$ cat src/rtl/dbg_probe_pkg.sv
// Shared definitions for the Z80 debug bus probe.
//   - probe_state_e : run-control FSM encoding (2 bits)
//   - MREQ_N/M1_N/RD_N/WR_N : bit positions inside the cpu_sig bundle
//   - snap_* helpers : field offsets inside one captured snapshot word,
//     laid out MSB..LSB as {addr, dmaster, dslave, sig}
package dbg_probe_pkg;

  typedef enum logic [1:0] {
    ST_RUN    = 2'd0,
    ST_HALT   = 2'd1,
    ST_STEP   = 2'd2,
    ST_RESUME = 2'd3
  } probe_state_e;

  localparam int MREQ_N = 0;
  localparam int M1_N   = 1;
  localparam int RD_N   = 2;
  localparam int WR_N   = 3;

  // The control bundle occupies the least significant bits, so the
  // snapshot word's low bits double as its sig field.
  localparam int SNAP_OFF_SIG = 0;

  function automatic int snap_off_dslave(input int sig_w);
    return sig_w;
  endfunction

  function automatic int snap_off_dmaster(input int data_w, input int sig_w);
    return sig_w + data_w;
  endfunction

  function automatic int snap_off_addr(input int data_w, input int sig_w);
    return sig_w + 2 * data_w;
  endfunction

  function automatic int snap_width(input int addr_w, input int data_w, input int sig_w);
    return addr_w + 2 * data_w + sig_w;
  endfunction

endpackage

$ cat src/rtl/dbg_btn_edge.sv
// Two-flop synchroniser plus rising-edge detector for a panel button.
//   clk       : system clock
//   rst_n     : asynchronous active-low reset
//   btn_async : raw button level, asynchronous to clk
//   pulse     : one-clock pulse per press; high in the 3rd clock after the
//               button rises so the consumer acts on the 3rd edge
module dbg_btn_edge (
  input  logic clk,
  input  logic rst_n,
  input  logic btn_async,
  output logic pulse
);

  // [0] metastability catcher, [1] synchronised level, [2] previous level
  logic [2:0] sync_q;
  logic [2:0] sync_d;

  always_comb begin
    sync_d = {sync_q[1:0], btn_async};
  end

  // NOTE: state registers use non-blocking assignment so every flop samples
  // the pre-edge value of its neighbours, regardless of statement order.
  always_ff @(posedge clk or negedge rst_n) begin
    if (!rst_n) begin
      sync_q <= '0;
    end else begin
      sync_q <= sync_d;
    end
  end

  // Driven purely from flops, so it cannot glitch.
  assign pulse = sync_q[1] & ~sync_q[2];

endmodule

$ cat src/rtl/dbg_bus_probe.sv
// Z80 debug bus probe: captures completed memory cycles into a history ring
// readable by depth index, and drives CPU WAIT from a hardware breakpoint,
// an external halt request and the step/run panel buttons.
//   masterclk, rst_n             : clock, asynchronous active-low reset
//   cpu_addr/dmaster/dslave/sig  : live Z80 bus (sig: mreq_n, m1_n, rd_n, wr_n, ...)
//   halt_req, bp_ena, bp_on_m1, bp_addr : halt sources
//   step_btn, run_btn            : asynchronous panel buttons
//   depth_sel                    : 0 = newest capture, k = k-th older
//   cpu_wait_n, halted           : registered run-control outputs
//   view_*                       : selected ring entry, 1-cycle registered readout
//   cycle_count                  : completed bus cycles since reset
module dbg_bus_probe
  import dbg_probe_pkg::*;
#(
  parameter int ADDR_W = 16,
  parameter int DATA_W = 8,
  parameter int SIG_W  = 8,
  parameter int DEPTH  = 8,
  parameter int SEL_W  = 3,
  parameter int CNT_W  = 16
) (
  input  logic              masterclk,
  input  logic              rst_n,
  input  logic [ADDR_W-1:0] cpu_addr,
  input  logic [DATA_W-1:0] cpu_dmaster,
  input  logic [DATA_W-1:0] cpu_dslave,
  input  logic [SIG_W-1:0]  cpu_sig,
  input  logic              halt_req,
  input  logic              bp_ena,
  input  logic              bp_on_m1,
  input  logic [ADDR_W-1:0] bp_addr,
  input  logic              step_btn,
  input  logic              run_btn,
  input  logic [SEL_W-1:0]  depth_sel,
  output logic              cpu_wait_n,
  output logic              halted,
  output logic [ADDR_W-1:0] view_addr,
  output logic [DATA_W-1:0] view_dmaster,
  output logic [DATA_W-1:0] view_dslave,
  output logic [SIG_W-1:0]  view_sig,
  output logic              view_valid,
  output logic [CNT_W-1:0]  cycle_count
);

  localparam int SNAP_W      = snap_width(ADDR_W, DATA_W, SIG_W);
  localparam int OFF_DSLAVE  = snap_off_dslave(SIG_W);
  localparam int OFF_DMASTER = snap_off_dmaster(DATA_W, SIG_W);
  localparam int OFF_ADDR    = snap_off_addr(DATA_W, SIG_W);
  localparam int FILL_W      = SEL_W + 1;

  // Sample stage resets to an idle bus (active-low controls high) so that
  // the first live cycle after reset is not mistaken for an mreq edge.
  localparam logic [SNAP_W-1:0] SNAP_IDLE = SNAP_W'({SIG_W{1'b1}});

  // ---------------- input sample stage ----------------
  logic [SNAP_W-1:0] s1_q, s1_d;
  logic              mreq_fall, mreq_rise, bp_hit;

  always_comb begin
    s1_d = {cpu_addr, cpu_dmaster, cpu_dslave, cpu_sig};
  end

  assign mreq_fall = s1_q[SNAP_OFF_SIG + MREQ_N] & ~cpu_sig[MREQ_N];
  assign mreq_rise = ~s1_q[SNAP_OFF_SIG + MREQ_N] & cpu_sig[MREQ_N];
  assign bp_hit    = bp_ena & ~cpu_sig[MREQ_N] & (cpu_addr == bp_addr)
                   & (~bp_on_m1 | ~cpu_sig[M1_N]);

  // ---------------- capture ring ----------------
  logic [SNAP_W-1:0] ring_q [DEPTH];
  logic [SEL_W-1:0]  wp_q, wp_d;
  logic [FILL_W-1:0] fill_q, fill_d;
  logic [CNT_W-1:0]  cnt_q, cnt_d;

  always_comb begin
    wp_d   = wp_q;
    fill_d = fill_q;
    cnt_d  = cnt_q;
    if (mreq_rise) begin
      wp_d   = wp_q + SEL_W'(1);
      fill_d = (fill_q == FILL_W'(DEPTH)) ? fill_q : fill_q + FILL_W'(1);
      cnt_d  = cnt_q + CNT_W'(1);
    end
  end

  // NOTE: the ring itself has no reset; fill_q gates every read, so stale
  // contents are never visible and the array can map onto plain storage.
  always_ff @(posedge masterclk) begin
    if (mreq_rise) begin
      ring_q[wp_q] <= s1_q;
    end
  end

  // ---------------- readout ----------------
  // Reads use the pre-edge pointer and contents, so an entry written on the
  // same edge only becomes visible one clock later.
  logic [SEL_W-1:0]  rd_idx;
  logic              view_valid_q, view_valid_d;
  logic [SNAP_W-1:0] view_q, view_d;

  always_comb begin
    rd_idx       = wp_q - SEL_W'(1) - depth_sel;
    view_valid_d = ({1'b0, depth_sel} < fill_q);
    view_d       = view_valid_d ? ring_q[rd_idx] : '0;
  end

  // ---------------- buttons ----------------
  logic step_pulse, run_pulse;

  dbg_btn_edge u_step_edge (
    .clk       (masterclk),
    .rst_n     (rst_n),
    .btn_async (step_btn),
    .pulse     (step_pulse)
  );

  dbg_btn_edge u_run_edge (
    .clk       (masterclk),
    .rst_n     (rst_n),
    .btn_async (run_btn),
    .pulse     (run_pulse)
  );

  // ---------------- run-control FSM ----------------
  probe_state_e state_q, state_d;
  logic         wait_n_q, wait_n_d;
  logic         halted_q, halted_d;

  // NOTE: every always_comb output gets a default before any branch, so no
  // path leaves a signal unassigned and no latch is inferred.
  always_comb begin
    state_d = state_q;
    unique case (state_q)
      ST_RUN: begin
        if (bp_hit || halt_req) state_d = ST_HALT;
      end
      ST_HALT: begin
        if (run_pulse)       state_d = ST_RESUME;
        else if (step_pulse) state_d = ST_STEP;
      end
      ST_STEP: begin
        // The cycle in progress completes; the next one is held at its start.
        if (mreq_fall) state_d = ST_HALT;
      end
      ST_RESUME: begin
        // bp_hit is ignored here so the cycle that halted us can finish.
        if (mreq_rise) state_d = halt_req ? ST_HALT : ST_RUN;
      end
      default: state_d = ST_RUN;
    endcase
    // Outputs come from the next state so they switch on the same edge as
    // the state register, and are themselves registered (glitch-free).
    wait_n_d = (state_d != ST_HALT);
    halted_d = (state_d == ST_HALT);
  end

  // ---------------- state registers ----------------
  always_ff @(posedge masterclk or negedge rst_n) begin
    if (!rst_n) begin
      s1_q         <= SNAP_IDLE;
      wp_q         <= '0;
      fill_q       <= '0;
      cnt_q        <= '0;
      view_valid_q <= 1'b0;
      view_q       <= '0;
      state_q      <= ST_RUN;
      wait_n_q     <= 1'b1;
      halted_q     <= 1'b0;
    end else begin
      s1_q         <= s1_d;
      wp_q         <= wp_d;
      fill_q       <= fill_d;
      cnt_q        <= cnt_d;
      view_valid_q <= view_valid_d;
      view_q       <= view_d;
      state_q      <= state_d;
      wait_n_q     <= wait_n_d;
      halted_q     <= halted_d;
    end
  end

  assign cpu_wait_n   = wait_n_q;
  assign halted       = halted_q;
  assign view_valid   = view_valid_q;
  assign view_addr    = view_q[OFF_ADDR +: ADDR_W];
  assign view_dmaster = view_q[OFF_DMASTER +: DATA_W];
  assign view_dslave  = view_q[OFF_DSLAVE +: DATA_W];
  assign view_sig     = view_q[SNAP_OFF_SIG +: SIG_W];
  assign cycle_count  = cnt_q;

endmodule

$ cat config.mk
export PLATFORM = sky130hd
export DESIGN_NAME = dbg_bus_probe
export DESIGN_NICKNAME = d
export VERILOG_FILES = /design/src/rtl/dbg_probe_pkg.sv /design/src/rtl/dbg_btn_edge.sv /design/src/rtl/dbg_bus_probe.sv
export SDC_FILE = /design/constraint.sdc
export NUM_CORES = 1
export LEC_CHECK = 0
export CAP_MARGIN = 20
export CORE_ASPECT_RATIO = 0.8
export CORE_UTILIZATION = 55
export DETAILED_ROUTE_END_ITERATION = 8
export PLACE_DENSITY = 0.83
export SLEW_MARGIN = 20
export SYNTH_ARGS = -nofsm -noshare
export SYNTH_HDL_FRONTEND = slang
export SYNTH_SLANG_ARGS = --single-unit
$ cat constraint.sdc
create_clock -name masterclk -period 6.5 [get_ports masterclk]
set_input_delay 1.3 -clock masterclk [delete_from_list [all_inputs] [get_ports masterclk]]
set_output_delay 1.3 -clock masterclk [all_outputs]
set_load 0.02 [all_outputs]
==> reports/results.ini, run 1 <==
[placed_design]
place_hpwl_um=17300
io_buffer_count=124
gp_congestion=0.725
place_ws_ns=1.90

[layout]
fin_nets=982
multiInputGateArea_um2=3350
n_antenna_cell=0
drive_gt1_share_pct=18.9
n_fill_cell=1806
seq_area_um2=12500
syn_to_final_growth_pct=19.0
fin_util_pct=66.9

[floorplan]
dieWidth_um=192
die_h_um=154
die_area_um2=29700
core_um2=28400
io_pins=125
start_util_pct=56.2
rows=55

[timing]
maxSlewViolCount=0
worst_pin_slew_ns=1.13
hold_violations=0
finalCritPeriodShare_pct=62.4
rsz0062_at_grt=false
min_period_ns=4.05
setup_ws_ns=2.45
hold-worst-slack_ns=0.350
setup_viol_count_final=0
fmax_mhz=247
skew_ns=0.0163
setup_tns_ns=0
relSlewSlack_pct=24.6

[power_and_ir_drop]
p_total_mw=8.33
leakage_nw=6.66
clock_power_share_pct=26.8
p_sw_mw=2.49
p_int_mw=5.84
p_comb_share_pct=30.9
swShare_pct=29.9
ir_drop_uv=330
p_seq_share_pct=42.3
power_density_nw_per_um2=440

[status]
status=completed

[detailed_routing]
ant_nets=0
finalWirelength_um=31600
route.detailed.drc=0
dr.pass1.iters=8
routed-via-count=7727
drtIter0Drc=619
drt-vias-per-instance=5.91
drt-wirelength-per-cell_um=24.1

[clock_tree]
cts.path.max_buffers=3
clk_latency_ns=0.53
numCtsBuffers=39
path_clk_slew_ns=0.06
ctsResizeCount=0
cts_tree=yes
h-tree-depth=2
hold_buffers=0
cts_setup_buffers=0
cts.sinks=434
root_buffer=clkbuf_16

[critical_path]
path_max_fanout=65
startpoint=depth_sel[0]
crit_arrival_ns=4.40
required_ns=6.85
critical_path_class=input pin to register
slowest_delay_ns=1.40
cp-end-kind=register
crit_path_frequent_cell=inv_1
worstSetupStartpointType=input pin
worst_path_max_delay_cell=fa_4
crit_chain=clkdlybuf4s50_1 -> inv_1 -> ha_4 -> inv_1 -> fa_4 -> buf_4 -> mux4_2 -> mux2i_1 -> a21oi_1
r2r_start=wp_q[0]

[synth]
synth.distinct_cells=39
synth.avg_cell_area_um2=21.0
synth-seq-cells=434
synth_edf_count=320
ys_async_sr_fraction_pct=26.3
yosysSeqAreaShare_pct=78.3
syn_nets=833
synth-main-ff-cell=edfxtp_1
synth_area_um2=15900
ys_warn_count=0
synthCells=759

[grt]
grt_pass1_wl_um=47600
grt_max_degree=68
first_global_vias=8152
grt_use_total_pct=22.1
grt-ovfl-total=0
antenna_found_initial=0

[flow_run]
max_cap_violations=0

[min_path]
hold_path_class=register to register
min_from=u_step_edge.sync_q[0]

layout make-up:
type / instances / area share, %
Clock buffer: 55 / 5.85
Sequential cell: 434 / 65.8
Clock inverter: 15 / 0.653
Multi-Input combinational cell: 282 / 17.7
Timing Repair Buffer: 142 / 7.44
Tap cell: 370 / 2.44
Inverter: 9 / 0.178
final timing paths:
kind	endpoint	slack [ns]	depth (start not counted)
max in group asynchronous	view_q[8]	4.49	2
min reg2reg	u_step_edge.sync_q[1]	0.35	0
max	view_q[12]	2.45	9
min	u_step_edge.sync_q[1]	0.35	0
max reg2reg	view_q[12]	3.06	7
min in group asynchronous	s1_q[17]	0.72	1
cell families after synthesis:
group	share of synthesized area, %
XOR/XNOR	2.03
adder cells (fa/ha/maj)	0.675
AND/OR/NAND/NOR	1.96
buffers and inverters	1.25
flip-flops	78.3
multiplexers	13.9
AO/OA/AOI/OAI	1.93
per-layer routing:
metal / part of all wire (%) / vias to the layer above / GRT usage, %
met5: 0 / - / 0
met4: 3.2 / 0 / 8.02
li1: - / 3299 / -
met3: 6.2 / 69 / 3.49
met1: 40 / 4035 / 29.7
met2: 50 / 324 / 37.0
placed cells by master (no fill, tap or decap), types with 9 or more instances in the layout:
cell type,synthesis,layout
edfxtp_1,320,320
clkdlybuf4s50_1,0,123
dfrtp_1,105,105
mux4_2,80,80
a21oi_1,41,41
clkbuf_16,0,41
mux2i_1,40,40
xor2_1,19,19
xnor2_1,18,17
nand2_1,17,17
buf_4,8,16
clkbuf_1,18,11
dfstp_2,9,9
cells in the mapped netlist, drive strengths merged, types with 2 or more instances:
| master | count | area share, % |
|---|---|---|
| edfxtp | 320 | 60 |
| dfrtp | 105 | 16 |
| mux4 | 80 | 11 |
| a21oi | 41 | 1.3 |
| mux2i | 40 | 2.5 |
| clkbuf | 19 | 0.46 |
| xor2 | 19 | 1.0 |
| xnor2 | 18 | 0.99 |
| nand2 | 17 | 0.40 |
| buf | 15 | 0.58 |
| dfstp | 9 | 1.5 |
| inv | 9 | 0.21 |
| nor2 | 9 | 0.21 |
| ha | 7 | 0.55 |
| nand4 | 6 | 0.24 |
| nor3 | 6 | 0.19 |
| nand2b | 5 | 0.20 |
| o21ai | 5 | 0.16 |
| and3 | 4 | 0.16 |
| nand3 | 4 | 0.13 |
| nor4 | 4 | 0.16 |
| a21o | 2 | 0.094 |
| a41oi | 2 | 0.11 |
power by group through the flow:
stage               Sequential, mW  Combinational (mW)  Clock, mW
floorplan                     3.68                1.64          0
global route                  3.55                2.75       2.36
finish                        3.53                2.58       2.23
detailed placement            3.57                2.57          0
global placement              3.56                2.50          0
CTS                           3.53                2.61       2.26
state kept, by name, summed over array words and instances (netlist names):
signal and flops:
state_q 2, s1_q 40, view_q 40, u_step_edge.sync_q 3
cycle_count 16, halted 1, cpu_wait_n 1, u_run_edge.sync_q 3
wp_q 3, view_valid 1, ring_q 320, fill_q 4
critical path, delay by kind of cell:
| kind | cells | cell delay [ns] |
|---|---|---|
| buffers and inverters | 4 | 0.95 |
| adder cells (fa/ha/maj) | 2 | 1.53 |
| AO/OA/AOI/OAI | 1 | 0.06 |
| multiplexers | 2 | 0.48 |
through the flow:
stage / area (um2) / instances
5_1_grt: 19000 / 1307
3_3_place_gp: 17700 / 1236
6_report: 19000 / 1307
4_1_cts: 19000 / 1307
2_1_floorplan: 15900 / 759
3_5_place_dp: 17700 / 1237
Power figures use the tool's default switching activity.
==> run 2, diff against run 1 <==
- clock period: 6.5 -> 4.19 ns (I/O delays scaled with it)
==> run 2 against run 1 <==
  * Global-route usage grew 1.7 points
  * Core utilization increased by 0.47 points
  * Wire length grew 7.3%
  * Via count increased by 1.6%
  * Setup slack worse by 1.4 ns
  * Critical path type unchanged
==> reports/results.ini, run 2 (same netlist as run 1, synthesis figures left out) <==
[clock_tree]
ctsResizeCount=0
h-tree-depth=2
clk_latency_ns=0.53
cts_setup_buffers=0
cts.path.max_buffers=3
path_clk_slew_ns=0.06
root_buffer=clkbuf_16
cts.sinks=434
hold_buffers=0
cts_tree=yes
numCtsBuffers=40

[floorplan]
dieWidth_um=192
io_pins=125
core_um2=28400
die_area_um2=29700
start_util_pct=56.2
die_h_um=154
rows=55

[timing]
fmax_mhz=317
hold_violations=0
relSlewSlack_pct=34.8
finalCritPeriodShare_pct=75.3
min_period_ns=3.15
setup_viol_count_final=0
maxSlewViolCount=0
hold-worst-slack_ns=0.364
worst_pin_slew_ns=0.977
skew_ns=0.0174
rsz0062_at_grt=false

[layout]
fin_nets=993
syn_to_final_growth_pct=19.8
largest_reg_flops=320
n_antenna_cell=0
fin_area_um2=19100
drive_gt1_share_pct=20.5
final_cell_mix=320 x edfxtp_1, 123 x clkdlybuf4s50_1, 105 x dfrtp_1, 80 x mux4_2, 42 x clkbuf_16
top_register=ring_q
layout_commonest_cell=edfxtp_1
reg_top3=ring_q (320), s1_q (40), view_q (40)

[detailed_routing]
drt-wirelength-per-cell_um=25.7
finalWirelength_um=33900
ant_nets=0
dr.pass1.iters=5
drt-vias-per-instance=5.95
drtIter0Drc=727
routed-via-count=7854
route.detailed.drc=0

[critical_path]
startpoint=depth_sel[0]
r2r_start=wp_q[0]
reg2reg_to=view_q[3]
regToRegSetupSlack_ns=1.20
critical_path_class=input pin to register
path_max_fanout=9
crit_path_end=view_q[3]
cp-end-kind=register
required_ns=4.55
crit_arrival_ns=3.51
reg2regPathDepth=8
worstSetupStartpointType=input pin

[power_and_ir_drop]
leakage_nw=6.75
ir_drop_uv=508
power_density_nw_per_um2=686
p_total_mw=13.1

[placed_design]
placedInstanceArea_um2=17800
gp_congestion=0.751
io_buffer_count=124
place_hpwl_um=19500

[grt]
grt_use_total_pct=23.8
grt-ovfl-total=0
antenna_found_initial=0
first_global_vias=8330
grt_pass1_wl_um=50900
grt_max_degree=92

[min_path]
hold_path_class=register to register

[status]
status=completed

[flow_run]
max_cap_violations=0

[run 2: cell count changes in the layout (fill, tap and decap cells not counted), moves of 2 or more]
cell        delta
buf_4          +7
clkbuf_1       -4
clkinv_1       -2
buf_12         +4
clkinvlp_4     -2
clkinv_2       +8
[run 2: worst min path at each step]
stage                               from                   end  slack [ns]  cells after the start
global route        u_run_edge.sync_q[0]  u_run_edge.sync_q[1]        0.38                      0
CTS                 u_run_edge.sync_q[0]  u_run_edge.sync_q[1]        0.37                      0
floorplan           u_run_edge.sync_q[0]  u_run_edge.sync_q[1]        0.33                      0
global placement    u_run_edge.sync_q[0]  u_run_edge.sync_q[1]        0.36                      0
finish              u_run_edge.sync_q[0]  u_run_edge.sync_q[1]        0.36                      0
detailed placement  u_run_edge.sync_q[0]  u_run_edge.sync_q[1]        0.35                      0
[run 2: cell type report]
type | count | area [um2]
clock buffers | 53 | 1130
clock inverters | 19 | 120
flip-flops and latches | 434 | 12500
well taps | 370 | 463
repair buffers | 152 | 1520
inverters | 9 | 33.8
fillers | 1775 | 9260
multi-input cells | 282 | 3360
[run 2: per-stage QoR]
step | instances | TNS, ns | worst slack, ns | utilization, %
4_1_cts | 1319 | 0 | 1.05 | 67.4
3_5_place_dp | 1247 | 0 | 0.534 | 62.9
3_3_place_gp | 1247 | 0 | 0.607 | 62.9
5_1_grt | 1319 | 0 | 0.909 | 67.4
2_1_floorplan | 759 | -21.32 | -0.178 | -
6_report | 1319 | 0 | 1.04 | 67.4
[run 2: where the power goes]
| part | switching (mW) | internal (mW) | total (mW) |
|---|---|---|---|
| clock network | 1.51 | 1.97 | 3.47 |
| registers | 0.314 | 5.17 | 5.48 |
| logic | 2.12 | 2.02 | 4.14 |
| total | 3.94 | 9.15 | 13.1 |
[run 2: worst max-delay path: stages]
cell and delay (ns):
clkdlybuf4s50_1 0.43, inv_1 0.11, ha_4 0.13, inv_1 0.05, fa_4 0.43, xor2_1 0.18
xnor2_2 0.69, buf_4 0.36, mux2i_1 0.23, a21oi_1 0.06
[run 2: routing by layer]
metal	global-route usage, %	wire [um]	vias to the layer above
li1	-	-	3331
met1	31.8	13400	4128
met2	40.7	17600	339
met3	3.93	2100	56
met4	7.39	758	0
met5	0	0	-
==> variant (config.mk and constraints of run 2) <==
Add an input register stage for `step_btn` and `run_btn`, without a reset; this delays them by one clock. The other inputs are not delayed to match.
--- a/src/rtl/dbg_bus_probe.sv
+++ b/src/rtl/dbg_bus_probe.sv
@@ -52,4 +52,12 @@
   // the first live cycle after reset is not mistaken for an mreq edge.
   localparam logic [SNAP_W-1:0] SNAP_IDLE = SNAP_W'({SIG_W{1'b1}});
+
+  logic step_btn_q;
+  logic run_btn_q;
+
+  always_ff @(posedge masterclk) begin
+    step_btn_q <= step_btn;
+    run_btn_q  <= run_btn;
+  end
 
   // ---------------- input sample stage ----------------
@@ -110,5 +118,5 @@
     .clk       (masterclk),
     .rst_n     (rst_n),
-    .btn_async (step_btn),
+    .btn_async (step_btn_q),
     .pulse     (step_pulse)
   );
@@ -117,5 +125,5 @@
     .clk       (masterclk),
     .rst_n     (rst_n),
-    .btn_async (run_btn),
+    .btn_async (run_btn_q),
     .pulse     (run_pulse)
   );
Behaviour: not the same (Yosys sat finds a counterexample within 4 cycles, from zero or initial values and one cycle with rst_n low).
==> variant against run 2 <==
The run now ends with DRC left; critical path depth is the same; critical path type unchanged; power grew 3.3%; wire length rose by 0.99%; design area is 1.3% higher; first-iteration DRC count increased by 0.55%; core utilization increased by 0.71 points; synthesized area up 0.25%; sequential cell count increased by 2; cell count rose by 0.53%; clock power grew 10%; setup slack worse by 0.11 ns.
==> variant: results (changes against run 2) <==
Parameter                              Value

Layout
  Fill count ... 1724 (-2.9%)
  Largest registers ranked by flip-flop count ... ring_q: 320 flops, s1_q: 40 flops, view_q: 40 flops
  Antenna diode count ... 0 (unchanged)
  Share of cells above drive strength 1 ... 20.4% (-0.15 points)
  Post-layout net count ... 997 (+0.40%)

Power
  Pleak ... 6.84 nW (+1.3%)
  Worst ir drop on vdd ... 377 uV (-26%)

Outcome
  Run status ... finished, violations left
  Violated checks ... DRC

Worst setup path
  CP max FO ... 17 (+8)
  Arrival time worst endpoint ... 3.65 ns (+0.14 ns)
  CP max stage delay ... 0.83 ns (+0.14 ns)
  Top delay family on crit path ... XOR/XNOR gates

Drt
  Number of remaining DRC errors ... 16 (+16)
  Per-cell routed wire length ... 25.8 um (+0.46%)
  Initial drt markers ... 731 (+0.55%)
  Total number of vias ... 8002 (+1.9%)
  First-pass iteration count of the detailed router ... 7 (+2)
  Total length of routed wires ... 34.2 mm (+0.99%)

Logic synthesis
  Count of different cell masters after synthesis ... 40 (+2.6%)
  Synth Net Count ... 835 (+0.24%)
  Cell count after synthesis ... 761 (+0.26%)
  Sequential-to-total area share from yosys stat ... 78.3% (about the same)
  Yosys warns ... 0 (unchanged)
  Synth top area cells ... edfxtp_1 60%, dfrtp_1 16%, mux4_2 11%, mux2i_1 2.5%, dfstp_2 1.5%
  Fraction of synthesis flops using an asynchronous set or reset pin ... 26.1% (-0.12 points)

Clocking
  Count of instances resized after the clock tree is built ... 0 (unchanged)
  TritonCTS buffer count ... 41 (+2.5%)
  Buffer depth of the longest clock path ... 3 (unchanged)
  Number of post-CTS setup repair buffers ... 0 (unchanged)
  Clock Root Buffer ... clkbuf_16
  H-tree levels ... 2 (unchanged)

GRT
  Global-route wire length before repair ... 51.1 mm (+0.50%)
  Maximum number of pins on one net before global-route repair ... 84 (-8.7%)
  Vias in the first global route ... 8346 (+0.19%)
  All-layer global routing usage ... 23.9% (+0.082 points)

STA
  Clock Skew ... 0.0198 ns (+0.00243 ns)
  Remaining max-slew budget at the tightest pin ... 28.7% (-6.1 points)
  Final setup violation count ... 0 (unchanged)

Hold path
  Classification of the worst-slack hold path ... in2async

Placement
  Global placement routability congestion ... 0.760 (+1.2%)
  Placed cells ... 1250 (+0.24%)
  IO Port Bufs ... 124 (unchanged)
  Detailed-placement wirelength estimate ... 19.4 mm (-0.26%)

Floorplanning
  Chip width ... 193 um (+0.12%)
## variant: final cells by class
class | instances | share of cell area, %
clock buffer | 59 | 6.35
timing repair buffer | 153 | 8.07
tap | 370 | 2.39
clock inverter | 17 | 0.970
sequential | 436 | 64.7
multi-input combinational | 282 | 17.4
inverter | 9 | 0.175
## variant: layer usage
metal  wire length [um]  GRT usage, %
met1              13800          33.5
met2              17400          39.0
met3               2140          3.88
met4                840          7.84
met5                  0             0
## variant: where the power goes
group / internal (W) / switching, W
sequential: 0.00519 / 0.000322
clock: 0.00229 / 0.00152
combinational: 0.00205 / 0.00216
## variant: worst reg2reg max path, stage by stage, from the launching register on
cell and delay (ns):
dfrtp_1 0.66, ha_4 0.21, inv_1 0.05, fa_4 0.43, xor2_1 0.18, xnor2_2 0.83
buf_12 0.29, mux2i_1 0.26, a21oi_1 0.07
## variant: cell families after synthesis
logic type / after synthesis / synth area share [%]
mux: 121 / 13.9
simple gates: 61 / 1.96
fa+ha+maj: 8 / 0.673
buf+inv: 43 / 1.25
flops: 436 / 78.3
xor+xnor: 37 / 2.03
compound gates: 55 / 1.93
## variant: per-stage QoR
stage | power, W | setup TNS [ns] | setup slack, ns | cell area [sq um] | util [%]
finish | 0.0135 | 0 | 0.927 | 19300 | 68.1
global route | 0.0141 | 0 | 0.834 | 19300 | 68.1
CTS | 0.0136 | 0 | 0.953 | 19300 | 68.1
detailed placement | 0.00976 | 0 | 0.470 | 17900 | 63.1
global placement | 0.00963 | 0 | 0.538 | 17900 | 63.1
floorplan | 0.00827 | -21.32 | -0.178 | 16000 | -
## variant: path summary, 6_finish.rpt
path                       slack (ns)                start                         endpoint  depth (start not counted)
setup / recovery                 0.93         depth_sel[0]             view_q[21]$_DFF_PN0_                         10
hold / removal                   0.33                rst_n             view_valid$_DFF_PN0_                          1
setup reg to reg                 1.08  wp_q[0]$_DFFE_PN0P_             view_q[21]$_DFF_PN0_                          8
hold reg to reg                  0.33   step_btn_q$_DFF_P_  u_step_edge.sync_q[0]$_DFF_PN0_                          0
max in group asynchronous        2.90                rst_n             view_q[36]$_DFF_PN0_                          2
min in group masterclk           0.33   step_btn_q$_DFF_P_  u_step_edge.sync_q[0]$_DFF_PN0_                          0
